### config.mk
export PLATFORM = sky130hd
export DESIGN_NAME = instr_mem_pipe
export DESIGN_NICKNAME = d
export VERILOG_FILES = /design/src/rtl/instr_mem_pipe.sv
export SDC_FILE = /design/constraint.sdc
export NUM_CORES = 1
export LEC_CHECK = 0
export CAP_MARGIN = 40
export CORE_MARGIN = 3
export CORE_UTILIZATION = 65
export CTS_BUF_LIST = sky130_fd_sc_hd__clkbuf_8
export DETAILED_ROUTE_END_ITERATION = 16
export DONT_BUFFER_PORTS = 1
export PLACE_DENSITY = 0.81
export SETUP_SLACK_MARGIN = 0.1
export SLEW_MARGIN = 20
export SYNTH_ARGS = -nofsm -noshare
export SYNTH_HDL_FRONTEND = slang
export SYNTH_SLANG_ARGS = --single-unit
### constraint.sdc
create_clock -name clk -period 3.7 [get_ports clk]
set_input_delay 0.74 -clock clk [delete_from_list [all_inputs] [get_ports clk]]
set_output_delay 0.74 -clock clk [all_outputs]
set_load 0.03 [all_outputs]
### src/rtl/instr_mem_pipe.sv
// instr_mem_pipe: synchronous-read instruction memory with a valid/ready
// fetch request channel, a single-entry registered response, a flush input
// for branch redirect and a runtime program-load write port.
//
// Parameters:
//   WIDTH      instruction word width
//   DEPTH_LOG2 log2 of word count (2**DEPTH_LOG2 words)
//   ADDR_W     width of PC / write address
//
// Ports:
//   clk, rst_n            clock, asynchronous active-low reset
//   req_valid/req_ready   fetch request handshake, req_pc = word address
//   rsp_valid/rsp_ready   response handshake
//   rsp_inst/rsp_pc       fetched word and the PC it belongs to
//   rsp_fault             out-of-range PC (or parity error when enabled)
//   flush                 drop held response; forces req_ready
//   wr_en/wr_addr/wr_data program-load write port (out-of-range dropped)
//   par_flip              (INSTR_MEM_PARITY_EN only) invert stored parity
//
// Optional feature macro: INSTR_MEM_PARITY_EN adds an even-parity bit per
// word, checked on read, plus the test-only par_flip input.
module instr_mem_pipe #(
  parameter int WIDTH      = 32,
  parameter int DEPTH_LOG2 = 4,
  parameter int ADDR_W     = 32
) (
  input  logic              clk,
  input  logic              rst_n,
  input  logic              req_valid,
  output logic              req_ready,
  input  logic [ADDR_W-1:0] req_pc,
  output logic              rsp_valid,
  input  logic              rsp_ready,
  output logic [WIDTH-1:0]  rsp_inst,
  output logic [ADDR_W-1:0] rsp_pc,
  output logic              rsp_fault,
  input  logic              flush,
  input  logic              wr_en,
  input  logic [ADDR_W-1:0] wr_addr,
  input  logic [WIDTH-1:0]  wr_data
`ifdef INSTR_MEM_PARITY_EN
  ,
  input  logic              par_flip
`endif
);

  localparam int unsigned DEPTH = 1 << DEPTH_LOG2;

  typedef enum logic {EMPTY = 1'b0, FULL = 1'b1} state_t;

  state_t                state;
  logic                  live_q;
  logic [WIDTH-1:0]      mem [DEPTH];
  logic [DEPTH_LOG2-1:0] rd_idx;
  logic [DEPTH_LOG2-1:0] wr_idx;
  logic                  rd_in_range;
  logic                  wr_in_range;
  logic [WIDTH-1:0]      rd_word;
  logic                  rd_bad;
  logic                  accept;
  logic                  complete;

  // Range checks look at every address bit above the index so high PCs
  // never alias onto a stored word.
  assign rd_in_range = ((req_pc >> DEPTH_LOG2) == '0);
  assign wr_in_range = ((wr_addr >> DEPTH_LOG2) == '0);
  assign rd_idx      = req_pc[DEPTH_LOG2-1:0];
  assign wr_idx      = wr_addr[DEPTH_LOG2-1:0];
  assign rd_word     = mem[rd_idx];

  assign rsp_valid = (state == FULL);
  // live_q keeps ready low until the first clock after reset release.
  assign req_ready = live_q && (!rsp_valid || rsp_ready || flush);
  assign accept    = req_valid && req_ready;
  assign complete  = rsp_valid && rsp_ready;

`ifdef INSTR_MEM_PARITY_EN
  logic par_mem [DEPTH];

  always_ff @(posedge clk) begin
    if (wr_en && wr_in_range) begin
      par_mem[wr_idx] <= (^wr_data) ^ par_flip;
    end
  end

  assign rd_bad = !rd_in_range || ((^rd_word) != par_mem[rd_idx]);
`else
  assign rd_bad = !rd_in_range;
`endif

  // Storage has no reset; the read above samples the pre-write contents,
  // giving read-first behaviour on a same-address collision.
  always_ff @(posedge clk) begin
    if (wr_en && wr_in_range) begin
      mem[wr_idx] <= wr_data;
    end
  end

  always_ff @(posedge clk or negedge rst_n) begin
    if (!rst_n) begin
      state     <= EMPTY;
      live_q    <= 1'b0;
      rsp_inst  <= '0;
      rsp_pc    <= '0;
      rsp_fault <= 1'b0;
    end else begin
      live_q <= 1'b1;
      if (accept) begin
        state     <= FULL;
        rsp_pc    <= req_pc;
        rsp_inst  <= rd_in_range ? rd_word : '0;
        rsp_fault <= rd_bad;
      end else if (complete || flush) begin
        state <= EMPTY;
      end
    end
  end

endmodule

==> results.json <==
{
  "clk_latency_ps": 640,
  "p_clk_share_pct": 39.3,
  "p_int_mw": 10.0,
  "crit_type": "flip-flop to flip-flop",
  "p_leak_nw": 8.43,
  "worstSetupStartpointType": "flip-flop",
  "cts.sinks": 579,
  "worstHoldStart": "wr_data[18]",
  "first_global_vias": 11400,
  "p_sw_mw": 2.69,
  "io_buffers": 0,
  "synth.distinct_cells": 38,
  "clock_skew_ps": 29.3,
  "grt_pass1_wl_um": 70800,
  "dr_total_vias": 11000,
  "cp_cell_sequence": "or3b_1 -> nand3_4 -> or3_2 -> buf_12 -> o31ai_2",
  "worstMarginPinSlew_ps": 868,
  "max-cap-violations": 0,
  "crit_family": "simple AND/OR/NAND/NOR gates",
  "switching_share_pct": 21.1,
  "diodes": 0,
  "synth_area_per_cell_um2": 19.9,
  "hold_viol": 0,
  "syn_inst": 1120,
  "utilization_pct": 73.4,
  "ys_seq_area_share_pct": 76.6,
  "final_nets": 1273,
  "htreeDepth": 3,
  "finish.instance_area_um2": 24700,
  "rsz0062_at_grt": "no",
  "yosysWarnings": 0,
  "async_flop_share_pct": 11.6,
  "slowest_delay_ps": 890,
  "final_common_cell": "edfxtp_1",
  "setup_viol": 0,
  "drc": 0,
  "power_density_nw_per_um2": 515,
  "crit_slowest_cell": "or3_2",
  "drt_iter0_markers": 1076,
  "place_ws_ps": 697,
  "coreArea_um2": 33600,
  "wl_per_cell_um": 28.1,
  "cp.required_ps": 4210,
  "antenna_found_initial": 0,
  "cp-end-kind": "flip-flop",
  "start_util_pct": 66.2,
  "ir_drop_v": 0.000397,
  "cts_root_buf": "clkbuf_8",
  "p_comb_share_pct": 3.0,
  "die_area_um2": 36500,
  "fp.dieH_um": 191,
  "netlist_area_um2": 22300,
  "whs_ps": 194,
  "grt_overflow_total": 0,
  "fp.dieW_um": 191,
  "crit_buf_inv": 1,
  "seqPwrFrac_pct": 57.7,
  "fin_crit_sh_pct": 72.9,
  "drv_slew": 0,
  "dpl.hpwl_um": 27900,
  "synth_flop_cell": "edfxtp_1",
  "wirelength_um": 47600,
  "clkTransAtPathRegs_ps": 70,
  "cts_buffer_depth": 3,
  "dr.pass1.iters": 7,
  "r2r_start": "rsp_valid$_DFFE_PN0P_",
  "fin_crit_ps": 2700,
  "cts_setup_buffers": 0,
  "post_dp_cell_area_um2": 22900,
  "tns_ps": 0,
  "crit_start": "rsp_valid$_DFFE_PN0P_",
  "grtUsageTotal_pct": 26.7,
  "status": "complete, no violations",
  "grt_max_degree": 194,
  "ant_nets": 0,
  "fmax_mhz": 371,
  "final_cell_mix": "edfxtp_1, mux2i_1, clkbuf_8, dfrtp_1",
  "rows": 67,
  "p_total_mw": 12.7,
  "area_growth_syn_to_layout_pct": 10.8,
  "slew_headroom_pct": 42.1,
  "drive_above_1_share_pct": 23.6,
  "fin_cells": 1693,
  "cts_tree": "done",
  "synth_edf_count": 512,
  "setup_slack_ps": 1000,
  "syn_nets": 1222,
  "pin_count": 169,
  "ys_seq_elements": 579,
  "via_per_inst": 6.52,
  "gp_congestion": 0.780,
  "hp-class": "primary input to flip-flop",
  "dp_cells": 1528,
  "cp_data_arrival_time_ps": 3210,
  "path_max_fanout": 22,
  "cts_buffers": 87
}
[metal layers]
metal	share of wire [%]	global-route usage, %	vias up	wire [um]
li1	-	-	4697	-
met1	38	37.3	5672	18300
met2	50	42.4	575	23700
met3	9.9	7.13	87	4690
met4	1.9	7.56	0	923
met5	0	0	-	0
[timing repair]
action	CTS	global route
resized for setup	0	0
hold endpoints to repair	67	0
endpoints found under the setup margin	0	0
hold buffers	2	0
[state kept, by name (all words and copies together), names as in the netlist]
name       count
rsp_valid      1
mem          512
rsp_inst      32
live_q         1
rsp_pc        32
rsp_fault      1
[cells by family after synthesis]
logic type	after synthesis	share of synthesized area (%)
AO/OA/AOI/OAI	161	5.85
buffers and inverters	67	1.64
flip-flops	579	76.6
multiplexers	224	13.8
other	1	0.0168
AND/OR/NAND/NOR	88	2.06
[final cells by class]
cell class | instances | area, um2
flip-flops and latches | 579 | 17100
fillers | 1832 | 8950
multi-input cells | 474 | 5010
clock buffers | 102 | 1400
well taps | 448 | 561
repair buffers | 28 | 333
clock inverters | 61 | 309
inverters | 1 | 3.75
[cells in the mapped netlist (all sizes together) (2+ instances only)]
| cell | count | area share [%] |
|---|---|---|
| mux4 | 64 | 6.5 |
| and2 | 2 | 0.056 |
| mux2 | 32 | 1.6 |
| clkbuf | 21 | 0.35 |
| and4 | 3 | 0.12 |
| edfxtp | 512 | 69 |
| o22ai | 32 | 0.90 |
| a22oi | 64 | 2.2 |
| nor4 | 12 | 0.39 |
| nand2 | 35 | 0.59 |
| a21boi | 30 | 1.0 |
| buf | 45 | 1.3 |
| nor3 | 4 | 0.090 |
| nor2 | 12 | 0.20 |
| nand3 | 3 | 0.067 |
| dfrtp | 67 | 7.5 |
| nor2b | 4 | 0.11 |
| o31ai | 32 | 1.7 |
| mux2i | 128 | 5.8 |
| nand2b | 4 | 0.11 |
| nand4b | 2 | 0.079 |
| a21oi | 3 | 0.067 |
[power groups by stage]
stage | combinational (mW) | sequential, mW | clock [mW]
floorplan | 0.348 | 7.45 | 0
global placement | 0.350 | 7.47 | 0
detailed placement | 0.360 | 7.47 | 0
CTS | 0.385 | 7.34 | 5.08
global route | 0.405 | 7.34 | 5.40
finish | 0.382 | 7.33 | 5.00
[path summary, 6_finish.rpt]
check                      slack [ps]                        to  depth (start not counted)
max                              1000  rsp_inst[13]$_DFFE_PN0P_                          5
min                               190     mem[15][18]$_DFFE_PP_                          0
max reg2reg                      1000  rsp_inst[13]$_DFFE_PN0P_                          5
min reg2reg                       710     rsp_fault$_DFFE_PN0P_                          2
max in group asynchronous        2630  rsp_inst[24]$_DFFE_PN0P_                          2
min in group asynchronous         750   rsp_inst[6]$_DFFE_PN0P_                          2
No activity file was read; power rests on OpenSTA's default activity.
